<file path="config.mk">
export PLATFORM = sky130hd
export DESIGN_NAME = axi_user_addr_remapper
export DESIGN_NICKNAME = d
export VERILOG_FILES = /design/src/rtl/addr_remap_pkg.sv /design/src/rtl/axi_addr_slice.sv /design/src/rtl/axi_user_addr_remapper.sv
export SDC_FILE = /design/constraint.sdc
export NUM_CORES = 1
export LEC_CHECK = 0
export CAP_MARGIN = 20
export CORE_MARGIN = 10
export CORE_UTILIZATION = 35
export DETAILED_ROUTE_END_ITERATION = 16
export HOLD_SLACK_MARGIN = 0.05
export REMOVE_ABC_BUFFERS = 1
export SLEW_MARGIN = 10
export SYNTH_ARGS = -nofsm -noshare
export SYNTH_HDL_FRONTEND = slang
export SYNTH_SLANG_ARGS = --single-unit
export TNS_END_PERCENT = 30
</file>
<file path="constraint.sdc">
create_clock -name clock -period 8.5 [get_ports clock]
set_clock_uncertainty 0.15 [all_clocks]
set_input_delay 1.7 -clock clock [delete_from_list [all_inputs] [get_ports clock]]
set_output_delay 1.7 -clock clock [all_outputs]
set_load 0.01 [all_outputs]
</file>
<file path="src/rtl/addr_remap_pkg.sv">
// Shared types for the DSID-indexed AXI address remapper: cfg field selects,
// table entry layout, skid-slice states and the remap function itself.
package addr_remap_pkg;

  // Entries are stored at the widest supported address; users truncate.
  localparam int MAX_ADDR_W = 64;

  localparam logic [1:0] SEL_BASE  = 2'd0;
  localparam logic [1:0] SEL_MASK  = 2'd1;
  localparam logic [1:0] SEL_VALID = 2'd2;
  localparam logic [1:0] SEL_CLR   = 2'd3;

  localparam int CH_AW = 0;
  localparam int CH_AR = 1;

  typedef enum logic [1:0] {
    EMPTY = 2'd0,
    ONE   = 2'd1,
    FULL  = 2'd2
  } slice_state_t;

  typedef struct packed {
    logic                  valid;
    logic [MAX_ADDR_W-1:0] base;
    logic [MAX_ADDR_W-1:0] mask;
  } remap_entry_t;

  localparam remap_entry_t ENTRY_RESET = '{valid: 1'b0, base: '0, mask: '1};

  function automatic logic [MAX_ADDR_W-1:0] remap_addr(
    input remap_entry_t          e,
    input logic [MAX_ADDR_W-1:0] addr
  );
    return e.valid ? (e.base + (addr & e.mask)) : addr;
  endfunction

endpackage

</file>
<file path="src/rtl/axi_addr_slice.sv">
// Two-entry registered skid slice: full throughput, s_ready driven from a flop
// so there is no combinational path from m_ready back to s_ready.
module axi_addr_slice #(
  parameter int W = 8
) (
  input  logic         clock,
  input  logic         reset,
  input  logic         s_valid,
  output logic         s_ready,
  input  logic [W-1:0] s_data,
  output logic         m_valid,
  input  logic         m_ready,
  output logic [W-1:0] m_data
);
  import addr_remap_pkg::*;

  slice_state_t state_reg, state_next;
  logic         s_ready_reg;
  logic [W-1:0] main_reg, skid_reg;
  logic         load_main_in, load_main_skid, load_skid_in;
  logic         accept, take;

  assign s_ready = s_ready_reg;
  assign m_valid = (state_reg != EMPTY);
  assign m_data  = main_reg;
  assign accept  = s_valid & s_ready_reg;
  assign take    = m_valid & m_ready;

  always_comb begin
    state_next     = state_reg;
    load_main_in   = 1'b0;
    load_main_skid = 1'b0;
    load_skid_in   = 1'b0;
    case (state_reg)
      EMPTY: begin
        if (accept) begin
          state_next   = ONE;
          load_main_in = 1'b1;
        end
      end
      ONE: begin
        if (accept && take) begin
          load_main_in = 1'b1;
        end else if (take) begin
          state_next = EMPTY;
        end else if (accept) begin
          state_next   = FULL;
          load_skid_in = 1'b1;
        end
      end
      FULL: begin
        // s_ready is low here, so only a downstream take can happen
        if (take) begin
          state_next     = ONE;
          load_main_skid = 1'b1;
        end
      end
      default: state_next = EMPTY;
    endcase
  end

  always_ff @(posedge clock) begin
    if (reset) begin
      state_reg   <= EMPTY;
      s_ready_reg <= 1'b0;
      main_reg    <= '0;
      skid_reg    <= '0;
    end else begin
      state_reg   <= state_next;
      s_ready_reg <= (state_next != FULL);
      if (load_main_in) begin
        main_reg <= s_data;
      end else if (load_main_skid) begin
        main_reg <= skid_reg;
      end
      if (load_skid_in) begin
        skid_reg <= s_data;
      end
    end
  end

endmodule

</file>
<file path="src/rtl/axi_user_addr_remapper.sv">
// AW/AR address remapper indexed by awuser/aruser (DSID) through a shared
// runtime table. Hit counters are built when AXI_USER_ADDR_REMAPPER_STATS_EN is defined.
module axi_user_addr_remapper
  import addr_remap_pkg::*;
#(
  parameter  int ADDR_W    = 32,
  parameter  int USER_W    = 16,
  parameter  int N_ENTRIES = 4,
  parameter  int PAYLOAD_W = 32,
  localparam int IDX_W     = $clog2(N_ENTRIES)
) (
  input  logic                 clock,
  input  logic                 reset,
  input  logic                 cfg_wen,
  input  logic [IDX_W-1:0]     cfg_idx,
  input  logic [1:0]           cfg_sel,
  input  logic [ADDR_W-1:0]    cfg_wdata,
  input  logic                 s_aw_valid,
  output logic                 s_aw_ready,
  input  logic [ADDR_W-1:0]    s_aw_addr,
  input  logic [USER_W-1:0]    s_aw_user,
  input  logic [PAYLOAD_W-1:0] s_aw_payload,
  output logic                 m_aw_valid,
  input  logic                 m_aw_ready,
  output logic [ADDR_W-1:0]    m_aw_addr,
  output logic [USER_W-1:0]    m_aw_user,
  output logic [PAYLOAD_W-1:0] m_aw_payload,
  input  logic                 s_ar_valid,
  output logic                 s_ar_ready,
  input  logic [ADDR_W-1:0]    s_ar_addr,
  input  logic [USER_W-1:0]    s_ar_user,
  input  logic [PAYLOAD_W-1:0] s_ar_payload,
  output logic                 m_ar_valid,
  input  logic                 m_ar_ready,
  output logic [ADDR_W-1:0]    m_ar_addr,
  output logic [USER_W-1:0]    m_ar_user,
  output logic [PAYLOAD_W-1:0] m_ar_payload
`ifdef AXI_USER_ADDR_REMAPPER_STATS_EN
  ,
  output logic [31:0]          aw_hit_cnt,
  output logic [31:0]          ar_hit_cnt
`endif
);

  localparam int DATA_W = ADDR_W + USER_W + PAYLOAD_W;

  remap_entry_t table_v [N_ENTRIES];

  logic [1:0]           s_valid_v, s_ready_v, m_valid_v, m_ready_v;
  logic [ADDR_W-1:0]    s_addr_v    [2];
  logic [USER_W-1:0]    s_user_v    [2];
  logic [PAYLOAD_W-1:0] s_payload_v [2];
  logic [DATA_W-1:0]    m_data_v    [2];

  assign s_valid_v             = {s_ar_valid, s_aw_valid};
  assign m_ready_v             = {m_ar_ready, m_aw_ready};
  assign s_addr_v[CH_AW]       = s_aw_addr;
  assign s_addr_v[CH_AR]       = s_ar_addr;
  assign s_user_v[CH_AW]       = s_aw_user;
  assign s_user_v[CH_AR]       = s_ar_user;
  assign s_payload_v[CH_AW]    = s_aw_payload;
  assign s_payload_v[CH_AR]    = s_ar_payload;

  assign s_aw_ready = s_ready_v[CH_AW];
  assign s_ar_ready = s_ready_v[CH_AR];
  assign m_aw_valid = m_valid_v[CH_AW];
  assign m_ar_valid = m_valid_v[CH_AR];
  assign {m_aw_addr, m_aw_user, m_aw_payload} = m_data_v[CH_AW];
  assign {m_ar_addr, m_ar_user, m_ar_payload} = m_data_v[CH_AR];

  genvar gi;

  // Remap table: one register per entry, shared by AW and AR
  generate
    for (gi = 0; gi < N_ENTRIES; gi++) begin : g_entry
      remap_entry_t entry_reg;

      always_ff @(posedge clock) begin
        if (reset) begin
          entry_reg <= ENTRY_RESET;
        end else if (cfg_wen && (cfg_idx == IDX_W'(gi))) begin
          case (cfg_sel)
            SEL_BASE:  entry_reg.base  <= MAX_ADDR_W'(cfg_wdata);
            SEL_MASK:  entry_reg.mask  <= MAX_ADDR_W'(cfg_wdata);
            SEL_VALID: entry_reg.valid <= cfg_wdata[0];
            default:   ;
          endcase
        end
      end

      assign table_v[gi] = entry_reg;
    end
  endgenerate

`ifdef AXI_USER_ADDR_REMAPPER_STATS_EN
  logic [31:0] hit_cnt_v [2];
  logic        stats_clr;

  assign stats_clr  = cfg_wen && (cfg_sel == SEL_CLR);
  assign aw_hit_cnt = hit_cnt_v[CH_AW];
  assign ar_hit_cnt = hit_cnt_v[CH_AR];
`endif

  generate
    for (gi = 0; gi < 2; gi++) begin : g_ch
      remap_entry_t          entry;
      logic [MAX_ADDR_W-1:0] remapped_full;
      logic                  unused_remap_hi;

      // Lookup happens on the accepting cycle, so a same-cycle cfg write is not seen
      assign entry           = table_v[s_user_v[gi][IDX_W-1:0]];
      assign remapped_full   = remap_addr(entry, MAX_ADDR_W'(s_addr_v[gi]));
      assign unused_remap_hi = ^remapped_full;

      axi_addr_slice #(
        .W (DATA_W)
      ) u_slice (
        .clock   (clock),
        .reset   (reset),
        .s_valid (s_valid_v[gi]),
        .s_ready (s_ready_v[gi]),
        .s_data  ({remapped_full[ADDR_W-1:0], s_user_v[gi], s_payload_v[gi]}),
        .m_valid (m_valid_v[gi]),
        .m_ready (m_ready_v[gi]),
        .m_data  (m_data_v[gi])
      );

`ifdef AXI_USER_ADDR_REMAPPER_STATS_EN
      logic [31:0] hit_cnt_reg;
      logic        hit;

      assign hit           = s_valid_v[gi] & s_ready_v[gi] & entry.valid;
      assign hit_cnt_v[gi] = hit_cnt_reg;

      always_ff @(posedge clock) begin
        if (reset || stats_clr) begin
          hit_cnt_reg <= '0;
        end else if (hit && (hit_cnt_reg != 32'hFFFF_FFFF)) begin
          hit_cnt_reg <= hit_cnt_reg + 32'd1;
        end
      end
`endif
    end
  endgenerate

endmodule

</file>
# == Word-level counts from Yosys, hierarchy flattened ==
# Cells that the tools add are included.
# op_classes
add_sub_neg,2
n_lt_le_gt_ge,2
eq_ne,11
n_mux,40
n_bitwise,8
reduce_logical,26
# ops
cell,count
129-bit binary-select mux with 2-bit select,2
129-bit 2-to-1 mux,4
80-bit 2-to-1 mux,4
32-bit adder,2
32-bit AND,2
32-bit 2-to-1 mux,2
2-bit AND reduction,12
2-bit 2-to-1 mux,10
1-bit 2-to-1 mux,14
2-bit case mux with 3 select lines,2
"2-bit equality test, second input constant",5
"2-bit by 1-bit equality test with 1-bit output, second input constant",4
2-bit zero test,4
2-bit nonzero test,4
"3-bit greater-or-equal comparator, second input constant",2
1-bit logical AND,6
2-bit NOT with 3-bit output,2
1-bit AND,4
"2-bit inequality test, second input constant",2
1-bit case mux with 2 select lines,2
# word_totals
ff_bits,714
input_bits,203
output_inout_bits,164
word_cells,109

# == Logic depth before layout (Yosys ltp) ==
# depth
depth_word,8
mapped_depth,17
depth_no_buf,13

# == By module ==
# Synthesis repeated with hierarchy kept, for this count alone.
# unflattened
hier_cells,3544
area_unflattened_um2,30008.8
# modules_own_cells
module,n_inst,cells_per_inst,area_each_um2,seq_area_each_um2
axi_user_addr_remapper,1,1920,16813.6,5205.0
axi_addr_slice,2,812,6597.6,3263.1

# == Worst setup path before layout ==
# OpenSTA, ideal clock, no wires.
# synth_path
path_kind,in2reg
from,input port s_aw_user[1]
to,register g_ch[0].u_slice.main_reg[72]
setup_ns,0.091
arrival_time_ns,6.401
t_required_ns,8.259
setup_slack_ns,1.858
stages,17
n_path_buf,4
cell_sequence,clkbuf_1 > buf_2 > buf_1 > buf_2 > mux4_2 > and2_1 > ha_1 > fa_1 > a211oi_2 > o21bai_1 > o41a_1 > a31o_2 > or4_4 > a311oi_2 > xnor2_1 > a21oi_1 > a311oi_1
# synth_between
elab_chain_cells,8
# synth_lines
element,line,source
"start, declared",axi_user_addr_remapper.sv:21,"input logic [USER_W-1:0] s_aw_user,"
2-bit NOT with 3-bit output (not written as such) (*),axi_user_addr_remapper.sv:111,assign entry = table_v[s_user_v[gi][IDX_W-1:0]];
129-bit binary-select mux with 2-bit select (*),axi_user_addr_remapper.sv:111,
129-bit 2-to-1 mux (not written as such) (*) (2 in a row),axi_user_addr_remapper.sv:111,
32-bit AND,addr_remap_pkg.sv:34,return e.valid ? (e.base + (addr & e.mask)) : addr;
32-bit adder,addr_remap_pkg.sv:34,
32-bit 2-to-1 mux (*),addr_remap_pkg.sv:34,
80-bit 2-to-1 mux (*),axi_addr_slice.sv:71,if (load_main_in) begin
"end signal, assigned",axi_addr_slice.sv:72,main_reg <= s_data;
"end signal, assigned",axi_addr_slice.sv:74,main_reg <= skid_reg;
"end, declared",axi_addr_slice.sv:19,"logic [W-1:0] main_reg, skid_reg;"
# Every way passes the cells marked *; elsewhere a longest branch is shown, timed or not. The select of a mux whose other input is x is not followed.
# A chain may end at the register's enable or synchronous reset.

# == Worst setup path after layout ==
# layout_path
from,input port s_aw_user[0]
to,register g_ch[0].u_slice.main_reg[72]
# Same word-level chain as after synthesis.

==> results.md <==
* CTS Buf Count at 69
* Synthesized flop and latch total at 586
* Filler cell count in the final layout at 8248
* RePlAce Congestion at 0.904
* Pre-CTS setup slack at 1.74 ns
* Pwr Density at 187 nW/µm²
* Seq/Total Area, Yosys at 0.399
* Netlist cell types at 71
* GRT Util Overall at 0.212
* Unrepaired setup endpoints after global routing: false
* Slew of the pin with the lowest slew margin at 1.14 ns
* Top cell type's share of synthesized area at 0.399
* Largest net degree at the start of global routing at 185
* IO Port Bufs at 366
* Vias at 26700
* Synth area leaders: dfxtp_1 40%, nand2_1 12%, mux4_2 9.8%, a21oi_1 5.8%, a311oi_1 3.4%
* Crit path capture type: flip-flop
* P&R area growth vs syn at 22.1%
* Period utilization at 0.728
* First-pass GRT wire length at 157000 µm
* Post_cts resized at 0
* Count leader, synth: nand2_1
* Max incr delay on CP at 0.65 ns
* Initial antenna violation count at 5
* Detailed Route Iter0 Violations at 2476
* Setup Buffers After CTS at 0
* Fin crit period at 6.19 ns
* Cell breakdown of the critical path: buf_4, mux4_2, and2_1, ha_1, fa_1, a211oi_2, o21bai_1, o41a_1, a31o_2, or4_4, a311oi_2, xnor2_1, a21oi_1, a311oi_1
* Row cnt at 106
* Flop-to-flop setup slack at 3.95 ns
* Worst Reg2Reg Path Length in Cells at 13
* Worst rel slew slack at 0.240
* Status: completed
* Initial Util at 0.352
* DRT antenna net count at 0
* Max reg flops at 260
* Worst skew pair latency at 0.61 ns
* H-tree depth at 3
* DIE HEIGHT at 310 µm
* Die area at 96100 µm²
* Routed WL per cell at 22.2 µm
* Count of final setup violators at 0
* Die Width at 310 µm
* Fin. max-slew vios at 0
* WS Path Type: in2reg
* Share of layout cells above drive strength 1 at 0.0883
* Routed wire length at 107000 µm
* Worst Hold Class: reg2reg
* Clock tree from TritonCTS: built
* Synth async-reset ratio at 0
* Fmax at 162 MHz
* Congestion Overflow GR at 0
* Nets at 3934
* TritonCTS Sinks at 586
* Dpl hpwl at 69700 µm
* Commonest cells in the netlist: 907 x nand2_1, 586 x dfxtp_1, 340 x a21oi_1, 247 x nor2_1, 241 x clkbuf_1
* Drt pass-1 iters at 5
* Leakage at 12.3 nW
* Clk pin slew, worst setup/hold paths at 0.06 ns
* DR vias/cell at 5.57
* Startpoint types: input pin
* Maxcap violations at 0
* Cts hold-fix bufs at 0
* Mapped Area at 29400 µm²
* Cell taking the most area after synthesis: dfxtp_1
* Final Power at 6.71 mW
* CTS Buffer Depth at 3
* Critical Path RT at 8.86 ns
* Crit path max-delay cell type: buf_4
* Worst setup margin at 2.31 ns
* CTS Root Cell: clkbuf_16
* Ports at 367
* DRC at 0
* Crit path max fanout at 46
* Syn_area_per_cell at 8.40 µm²
* Final Hold Viols at 0
* Most used DFF post-synth: dfxtp_1
* Setup_tns at 0 ns
* Worst VDD drop at 0.114 mV
* Syn Inst Count at 3504
* Hold Path Depth at 2
* Core area at 83600 µm²
* Crit path DAT at 6.55 ns
* Yosys Warn Count at 0
* Number of global-route vias before repair at 24800
* Post-synth EDFFs at 0
## kinds of logic after synthesis
family / Yosys count / share of synthesized area
compound gates: 817 / 0.186
flops: 586 / 0.399
simple gates: 1506 / 0.222
buf+inv: 327 / 0.0432
xor+xnor: 48 / 0.0143
mux: 156 / 0.108
fa+ha+maj: 64 / 0.0277
## final cells by class
type / count / area, µm² / area share
Clock buffer: 99 / 2060 / 0.0575
Multi-Input combinational cell: 2591 / 16600 / 0.461
Antenna cell: 5 / 12.5 / 0.000348
Inverter: 16 / 60.1 / 0.00167
Tap cell: 1080 / 1350 / 0.0376
Clock inverter: 19 / 168 / 0.00467
Timing Repair Buffer: 403 / 3990 / 0.111
Sequential cell: 586 / 11700 / 0.327
## final timing paths
| path | endpoint | start |
|---|---|---|
| worst max-delay path | g_ch[0].u_slice.m_data[72] | s_aw_user[0] |
| worst min-delay path | g_ch[1].u_slice.skid_reg[17] | g_ch[1].u_slice.skid_reg[17] |
| worst max register to register | g_ch[0].u_slice.m_data[72] | g_entry[3].entry_reg[0] |
| worst min register to register | g_ch[1].u_slice.skid_reg[17] | g_ch[1].u_slice.skid_reg[17] |
## where the power goes
part	total [mW]	internal, mW	switching, mW
clock network	2.96	1.75	1.21
logic	0.853	0.379	0.474
registers	2.89	2.84	0.0565
## worst max-delay path: cells and delay by family
kind,cells,cell delay [ns]
buffers and inverters,1,0.65
adders and majority gates,2,0.76
and+or+nand+nor,2,0.70
xor gates and xnor gates,1,0.19
AOI/OAI and AO/OA,7,1.88
muxes,1,0.59
## per-stage QoR
step / utilization / instance area (µm²) / hold slack [ns] / instances
floorplan: - / 28200 / 0.275 / 3193
global placement: 0.403 / 33700 / 0.291 / 4676
detailed placement: 0.403 / 33700 / 0.296 / 4676
CTS: 0.430 / 35900 / 0.302 / 4794
global route: 0.430 / 35900 / 0.317 / 4798
finish: 0.430 / 35900 / 0.302 / 4799
## metal layers
metal,share of wire,up-vias,track usage
met5,0.00010,-,0
met4,0.023,2,0.0604
met3,0.082,134,0.0379
met2,0.46,1016,0.334
met1,0.44,12900,0.293
li1,-,12700,-
## cell usage in the layout, fill, tap and decap left out, drive strengths merged, types with 23 or more instances in the layout
master / n
nand2: 907
dfxtp: 586
clkdlybuf4s50: 361
a21oi: 340
nor2: 247
mux4: 128
a311oi: 116
nor2b: 107
a211o: 99
clkbuf: 99
a211oi: 72
and2: 66
ha: 62
o21ai: 58
buf: 42
nand3b: 35
nor3: 29
and3: 28
nand3: 26
xnor2: 25
mux2i: 24
xor2: 23
Power figures use the tool's default switching activity.
